### src/rtl/labyrinth_ram_arbiter.sv
// -----------------------------------------------------------------------------
// labyrinth_ram_arbiter
//
// Shares one single-port character RAM between the VGA character fetcher and
// the text writer. The grant for a cycle is decided from that cycle's
// requests and registered onto the RAM port the following cycle; the VGA
// fetcher always wins. Fetched characters come back exactly two cycles after
// the request (one register stage here plus the RAM's one-cycle read). A
// saturating counter flags a writer that has been waiting STARVE_MAX cycles.
//
// Optional feature: define LAB_ARB_WRBUF_EN to put a 2-entry write FIFO
// between the writer and the RAM. The writer is then acked on entry to the
// FIFO and the FIFO head is drained whenever the VGA side is idle.
//
// Ports
//   clk_50MHz_i     system clock, all state on its rising edge
//   rst_async_ha_i  asynchronous active-high reset
//   vga_req_i       VGA fetch request (sampled every cycle)
//   vga_addr_i      VGA fetch address
//   vga_data_o      fetched character (zero when not valid)
//   vga_valid_o     vga_data_o valid this cycle
//   wr_req_i        writer request, held with address/data until acked
//   wr_addr_i       write address
//   wr_data_i       write character
//   wr_ack_o        one-cycle write acceptance pulse
//   ram_we_o        RAM write enable (registered)
//   ram_addr_o      RAM address (registered, holds when idle)
//   ram_din_o       RAM write data (registered)
//   ram_dout_i      RAM read data, one-cycle synchronous latency
//   starved_o       writer has waited STARVE_MAX cycles
// -----------------------------------------------------------------------------
module labyrinth_ram_arbiter #(
    parameter int ADDR_W     = 16,
    parameter int DATA_W     = 8,
    parameter int STARVE_MAX = 1023
) (
    input  logic              clk_50MHz_i,
    input  logic              rst_async_ha_i,
    input  logic              vga_req_i,
    input  logic [ADDR_W-1:0] vga_addr_i,
    output logic [DATA_W-1:0] vga_data_o,
    output logic              vga_valid_o,
    input  logic              wr_req_i,
    input  logic [ADDR_W-1:0] wr_addr_i,
    input  logic [DATA_W-1:0] wr_data_i,
    output logic              wr_ack_o,
    output logic              ram_we_o,
    output logic [ADDR_W-1:0] ram_addr_o,
    output logic [DATA_W-1:0] ram_din_o,
    input  logic [DATA_W-1:0] ram_dout_i,
    output logic              starved_o
);

    localparam int                CNT_W   = $clog2(STARVE_MAX + 1);
    localparam logic [CNT_W-1:0] CNT_MAX = CNT_W'(STARVE_MAX);

    typedef enum logic [1:0] {
        GNT_NONE = 2'd0,
        GNT_VGA  = 2'd1,
        GNT_WR   = 2'd2
    } grant_t;

    grant_t             r_grant;
    grant_t             w_grant_next;
    logic               r_rd_pend;
    logic               r_ram_we;
    logic [ADDR_W-1:0]  r_ram_addr;
    logic [DATA_W-1:0]  r_ram_din;
    logic               r_wr_ack;
    logic [CNT_W-1:0]   r_starve_cnt;
    logic [CNT_W-1:0]   w_starve_next;

    // Write source presented to the arbiter, and whether it is waiting.
    logic               w_wr_pending;
    logic [ADDR_W-1:0]  w_wr_addr;
    logic [DATA_W-1:0]  w_wr_data;
    logic               w_wr_waiting;
    logic               w_ack_next;

`ifdef LAB_ARB_WRBUF_EN
    logic [ADDR_W-1:0]  r_fifo_addr [2];
    logic [DATA_W-1:0]  r_fifo_data [2];
    logic               r_fifo_wptr;
    logic               r_fifo_rptr;
    logic [1:0]         r_fifo_cnt;
    logic               w_push;
    logic               w_pop;

    // Acceptance looks only at the occupancy at the start of the cycle, so a
    // full FIFO refuses a push even if it drains in the same cycle.
    assign w_push       = wr_req_i & ~r_wr_ack & (r_fifo_cnt != 2'd2);
    assign w_pop        = (w_grant_next == GNT_WR);
    assign w_wr_pending = (r_fifo_cnt != 2'd0);
    assign w_wr_addr    = r_fifo_addr[r_fifo_rptr];
    assign w_wr_data    = r_fifo_data[r_fifo_rptr];
    assign w_wr_waiting = (r_fifo_cnt != 2'd0);
    assign w_ack_next   = w_push;

    always_ff @(posedge clk_50MHz_i or posedge rst_async_ha_i) begin
        if (rst_async_ha_i) begin
            r_fifo_wptr <= 1'b0;
            r_fifo_rptr <= 1'b0;
            r_fifo_cnt  <= 2'd0;
        end else begin
            if (w_push) r_fifo_wptr <= ~r_fifo_wptr;
            if (w_pop)  r_fifo_rptr <= ~r_fifo_rptr;
            case ({w_push, w_pop})
                2'b10:   r_fifo_cnt <= r_fifo_cnt + 2'd1;
                2'b01:   r_fifo_cnt <= r_fifo_cnt - 2'd1;
                default: r_fifo_cnt <= r_fifo_cnt;
            endcase
        end
    end

    // Payload storage needs no reset: occupancy gates every read.
    always_ff @(posedge clk_50MHz_i) begin
        if (w_push) begin
            r_fifo_addr[r_fifo_wptr] <= wr_addr_i;
            r_fifo_data[r_fifo_wptr] <= wr_data_i;
        end
    end
`else
    // The ack pulse blocks a re-grant of the same held request.
    assign w_wr_pending = wr_req_i & ~r_wr_ack;
    assign w_wr_addr    = wr_addr_i;
    assign w_wr_data    = wr_data_i;
    assign w_wr_waiting = wr_req_i;
    assign w_ack_next   = (w_grant_next == GNT_WR);
`endif

    // Next-state: VGA has absolute priority, starvation never overrides it.
    always_comb begin
        w_grant_next = GNT_NONE;
        if (vga_req_i) begin
            w_grant_next = GNT_VGA;
        end else if (w_wr_pending) begin
            w_grant_next = GNT_WR;
        end
    end

    always_comb begin
        w_starve_next = '0;
        if (w_wr_waiting && (w_grant_next != GNT_WR)) begin
            w_starve_next = (r_starve_cnt == CNT_MAX) ? r_starve_cnt
                                                       : r_starve_cnt + CNT_W'(1);
        end
    end

    always_ff @(posedge clk_50MHz_i or posedge rst_async_ha_i) begin
        if (rst_async_ha_i) begin
            r_grant      <= GNT_NONE;
            r_rd_pend    <= 1'b0;
            r_ram_we     <= 1'b0;
            r_ram_addr   <= '0;
            r_ram_din    <= '0;
            r_wr_ack     <= 1'b0;
            r_starve_cnt <= '0;
        end else begin
            r_grant      <= w_grant_next;
            // A read issued on the RAM port this cycle returns data next cycle.
            r_rd_pend    <= (r_grant == GNT_VGA);
            r_ram_we     <= (w_grant_next == GNT_WR);
            r_wr_ack     <= w_ack_next;
            r_starve_cnt <= w_starve_next;
            case (w_grant_next)
                GNT_VGA: r_ram_addr <= vga_addr_i;
                GNT_WR: begin
                    r_ram_addr <= w_wr_addr;
                    r_ram_din  <= w_wr_data;
                end
                default: ;
            endcase
        end
    end

    assign ram_we_o    = r_ram_we;
    assign ram_addr_o  = r_ram_addr;
    assign ram_din_o   = r_ram_din;
    assign wr_ack_o    = r_wr_ack;
    assign vga_valid_o = r_rd_pend;
    assign vga_data_o  = r_rd_pend ? ram_dout_i : '0;
    assign starved_o   = (r_starve_cnt == CNT_MAX);

endmodule

### config.mk
export PLATFORM = sky130hd
export DESIGN_NAME = labyrinth_ram_arbiter
export DESIGN_NICKNAME = d
export VERILOG_FILES = /design/src/rtl/labyrinth_ram_arbiter.sv
export SDC_FILE = /design/constraint.sdc
export NUM_CORES = 1
export LEC_CHECK = 0
export CAP_MARGIN = 20
export CORE_MARGIN = 2
export CORE_UTILIZATION = 30
export CTS_BUF_LIST = sky130_fd_sc_hd__clkbuf_4
export DETAILED_ROUTE_END_ITERATION = 10
export SYNTH_ARGS = -nofsm -noshare
export SYNTH_HDL_FRONTEND = slang
export SYNTH_SLANG_ARGS = --single-unit
### constraint.sdc
create_clock -name clk_50MHz_i -period 1.9 [get_ports clk_50MHz_i]
set_input_delay 0.38 -clock clk_50MHz_i [delete_from_list [all_inputs] [get_ports clk_50MHz_i]]
set_output_delay 0.38 -clock clk_50MHz_i [all_outputs]
set_load 0.05 [all_outputs]
Word level (Yosys, flattened, before mapping)
Cells that the tools add are included.

operators by class
  add/subtract/negate cells = 1
  multipliers = 0
  div/mod/pow operators = 0
  $lt $le $gt $ge = 0
  equality and inequality tests = 6
  shift-type cells = 0
  muxes and demuxes = 6
  bitwise gates (word level) = 2
  reduce and logical (&&, ||, !) cells = 2

operators with widths
  kind                                                                   count
  16-bit one-hot mux with 2 select lines                                 1
  10-bit two-way mux                                                     2
  10-bit by 1-bit adder with 10-bit output, second input constant        1
  10-bit equality test, second input constant                            1
  8-bit two-way mux                                                      1
  2-bit by 1-bit equality test with 1-bit output, second input constant  2
  2-bit two-way mux                                                      2
  2-bit inequality test, second input constant                           2
  2-bit equality test, second input constant                             1
  2-bit nonzero test                                                     1
  1-bit AND                                                              1
  1-bit logical AND                                                      1
  1-bit inverter                                                         1

storage, ports and cells
  bits in registers = 38
  bits in latches = 0
  bits in writable memories = 0
  memory bits (read-only) = 0
  input port bits = 52
  output and inout bits = 36
  logic and storage cells = 23
  memories kept = 0

Logic depth before layout (Yosys ltp)
  depth in word-level cells = 7
  mapped depth = 5
  depth with buffers taken out = 4

Worst setup path after synthesis
Ideal clock, no wire load.

  path type = register -> output
  start = register r_starve_cnt[0]
  end = output port starved_o
  arrival time = 1290 ps
  data required time = 1520 ps
  slack = 230 ps
  cell stages (with the launch flop) = 6
  buffers on the path = 1
  cell sequence = dfrtp_1 ha_1 and3_1 buf_4 nand3_2 inv_1

on the way
  cells in the longest elaborated chain, start to end = 1

RTL lines
  element                   RTL line  source
  start: declaration        70        logic [CNT_W-1:0] r_starve_cnt;
  start signal: assignment  164       r_starve_cnt <= w_starve_next;
  10-bit equality test      182       assign starved_o = (r_starve_cnt == CNT_MAX);
  end: declaration          51        output logic starved_o

Every way passes these cells.

Final worst setup path
  start = register r_starve_cnt[1]
  end = output port starved_o

The elaborated chain is that of the path after synthesis.

==> results.py <==
metrics = {
    "pwr": {
        "leakagePower_nw": 1.29,
        "ir_drop_v": 0.000393,
        "power_density_nw_per_um2": 735,
    },
    "worst_setup_path": {
        "crit_end": "starved_o",
        "reg2reg_depth": 5,
        "crit_type": "reg2out",
        "r2r-start": "r_starve_cnt[0]",
        "critical-path-max-stage-delay_ns": 0.37,
        "arrival_ns": 1.44,
        "path_cells": "ha_2 > and3_4 > nand3_4 > inv_2 > buf_12",
        "cp_max_fo": 4,
        "endpoint_kind": "output port",
        "required_ns": 1.52,
        "rrSetupSlack_ns": 0.43,
        "cp-start-kind": "register",
        "r2r_end": "r_starve_cnt[9]",
        "crit_slowest_cell": "dfrtp_1",
        "critPathLaunch": "r_starve_cnt[1]",
    },
    "status": {
        "status": "finished, final reports clean",
    },
    "clocking": {
        "numCtsBuffers": 5,
        "hold_buffers": 0,
        "cts_max_path_buffers": 2,
        "cts_tree": "yes",
        "cts_sinks": 37,
        "cts_max_level": 2,
        "clk_latency_ns": 0.34,
        "cts_root_buf": "clkbuf_4",
        "cts.clk_slew.worst_paths_ns": 0.11,
    },
    "yosys": {
        "async_flop_share_pct": 100,
        "synth_area_leaders": "dfrtp_1 52%, mux2i_1 9.6%, mux2_2 5.1%, o21ai_0 4.8%, nand2_1 4.2%",
        "synth.most_common_cell": "dfrtp_1",
        "ys_seq_area_share_pct": 52.4,
        "synth_edf_count": 0,
        "ys_warn_count": 0,
        "synth_top_area_share_pct": 52.4,
        "synthDistinctLibCells": 34,
        "synthCells": 163,
        "yosysTopAreaCell": "dfrtp_1",
        "synth_common_cells": "37 x dfrtp_1, 20 x nand2_1, 17 x mux2i_1, 17 x o21ai_0",
        "syn_avg_cell_area_um2": 10.8,
        "syn_nets": 216,
        "syn_area_um2": 1770,
        "ys_seq_elements": 37,
        "synth-main-ff-cell": "dfrtp_1",
    },
    "floorplanning": {
        "initial_core_util_pct": 31.5,
        "dieArea_um2": 6520,
        "fp.coreArea_um2": 5610,
        "fp.dieH_um": 80.8,
        "ios": 88,
        "rows": 27,
        "fp.dieW_um": 80.8,
    },
    "route": {
        "viasPerCell": 4.78,
        "routed_wl_mm": 4.45,
        "vias": 1577,
        "drc": 0,
        "ant_nets": 0,
        "wl_per_cell_um": 13.5,
        "drtIter0Drc": 44,
        "drt-pass1-iter-count": 4,
    },
    "grt": {
        "grt_usage_pct": 14.2,
        "grt_pass1_wl_mm": 7.14,
        "grt_overflow": 0,
        "grt_pass1_vias": 1547,
        "antenna_found_initial": 0,
        "grt_max_degree": 38,
    },
    "timing": {
        "rsz0062_at_grt": "false",
        "period_needed_ns": 1.82,
        "worst_slack_ns": 0.0770,
        "worst_pin_slew_ns": 0.499,
        "timing.final.crit_share_pct": 95.9,
        "hold_viol": 0,
        "finalSetupViolCount": 0,
        "relSlewSlack_pct": 66.7,
        "fin_setup_tns_ns": 0,
        "drv_slew": 0,
        "max_freq_ghz": 0.549,
        "skew_ns": 0.00681,
    },
    "placement": {
        "dp_hpwl_mm": 3.15,
        "io_buffers": 87,
        "pre_cts_slack_ns": 0.123,
        "globalplace.congestion": 0.760,
    },
    "final_layout": {
        "syn2layout_area_growth_pct": 64.3,
        "regArea_um2": 927,
        "fillerInstances": 511,
        "drive_gt1_share_pct": 20.2,
        "antenna_cells": 0,
        "multi_input_comb_area_um2": 787,
        "fin_nets": 310,
    },
    "worst_hold_path": {
        "min_path_type": "in2async",
    },
    "flow_run": {
        "maxCapViolations": 0,
    },
}
## routing by layer
metal	vias up	wire, µm	GRT usage (%)
li1	769	-	-
met1	737	1880	17.5
met2	67	2150	23.3
met3	4	370	3.89
met4	0	47	6.10
met5	-	0	0
## worst max-delay path, delay by kind of cell, from the launching register on
family        cells  cell delay (ns)
buf+inv           2             0.22
fa+ha+maj         1             0.21
flops             1             0.37
simple gates      2             0.31
## how the worst min path moves through the flow
stage                   start             end  slack [ns]  cells past startpoint
5_1_grt        rst_async_ha_i   ram_addr_o[4]        0.49                      3
3_5_place_dp       r_grant[0]     vga_valid_o        0.48                      1
2_1_floorplan       vga_req_i      r_grant[0]        0.41                      0
6_report       rst_async_ha_i    ram_din_o[3]        0.44                      3
3_3_place_gp       r_grant[0]     vga_valid_o        0.49                      1
4_1_cts        rst_async_ha_i  ram_addr_o[10]        0.45                      3
## through the flow
step | util (%) | total power, W | area [µm²] | hold slack [ns] | instances
final | 51.8 | 0.00213 | 2910 | 0.437 | 330
after global routing | 51.8 | 0.00224 | 2910 | 0.491 | 330
after CTS | 51.5 | 0.00217 | 2890 | 0.449 | 330
after detailed placement | 50.1 | 0.00164 | 2810 | 0.481 | 320
after global placement | 50.1 | 0.00164 | 2810 | 0.492 | 320
after floorplan | - | 0.00132 | 1770 | 0.411 | 163
## power breakdown
group	total [W]	internal [W]	switching, W
sequential	0.000897	0.000857	0.0000396
clock	0.000545	0.000288	0.000256
combinational	0.000693	0.000283	0.000410
total	0.00213	0.00143	0.000706
## sequential cells by signal, indices dropped and copies added, names as in the netlist
register / cells
r_grant: 2
ram_addr_o: 16
ram_din_o: 8
vga_valid_o: 1
r_starve_cnt: 10
## kinds of logic after synthesis
group	Yosys count	synth area share [%]
and+or+nand+nor	52	16.1
muxes	25	14.7
DFF	37	52.4
adders and majority gates	1	0.708
buffers and inverters	13	4.10
AOI/OAI and AO/OA	35	12.0
## cells in the final DEF (no fill, tap or decap), types with 3 or more instances in the layout
| cell | n |
|---|---|
| mux2i_1 | 17 |
| dlygate4sd2_1 | 16 |
| nor2b_1 | 3 |
| and2_1 | 8 |
| clkbuf_4 | 6 |
| mux2_2 | 8 |
| clkdlybuf4s50_1 | 51 |
| buf_12 | 10 |
| buf_4 | 18 |
| o21ai_0 | 17 |
| a211oi_1 | 3 |
| nor3_1 | 3 |
| nand2_1 | 20 |
| dfrtp_1 | 36 |
| a31oi_1 | 5 |
## area by class of cell
cell class,instances,share of cell area (%)
timing repair buffer,97,34.8
sequential,37,31.9
multi-input combinational,113,27.1
tap,72,3.10
clock buffer,6,1.55
clock inverter,2,1.16
inverter,3,0.388
## what timing repair did
action                     CTS  global route
resized for setup           20             5
setup buffers                2             0
setup endpoints to repair   17             3
hold endpoints to repair     0             0
Power figures use the tool's default switching activity.
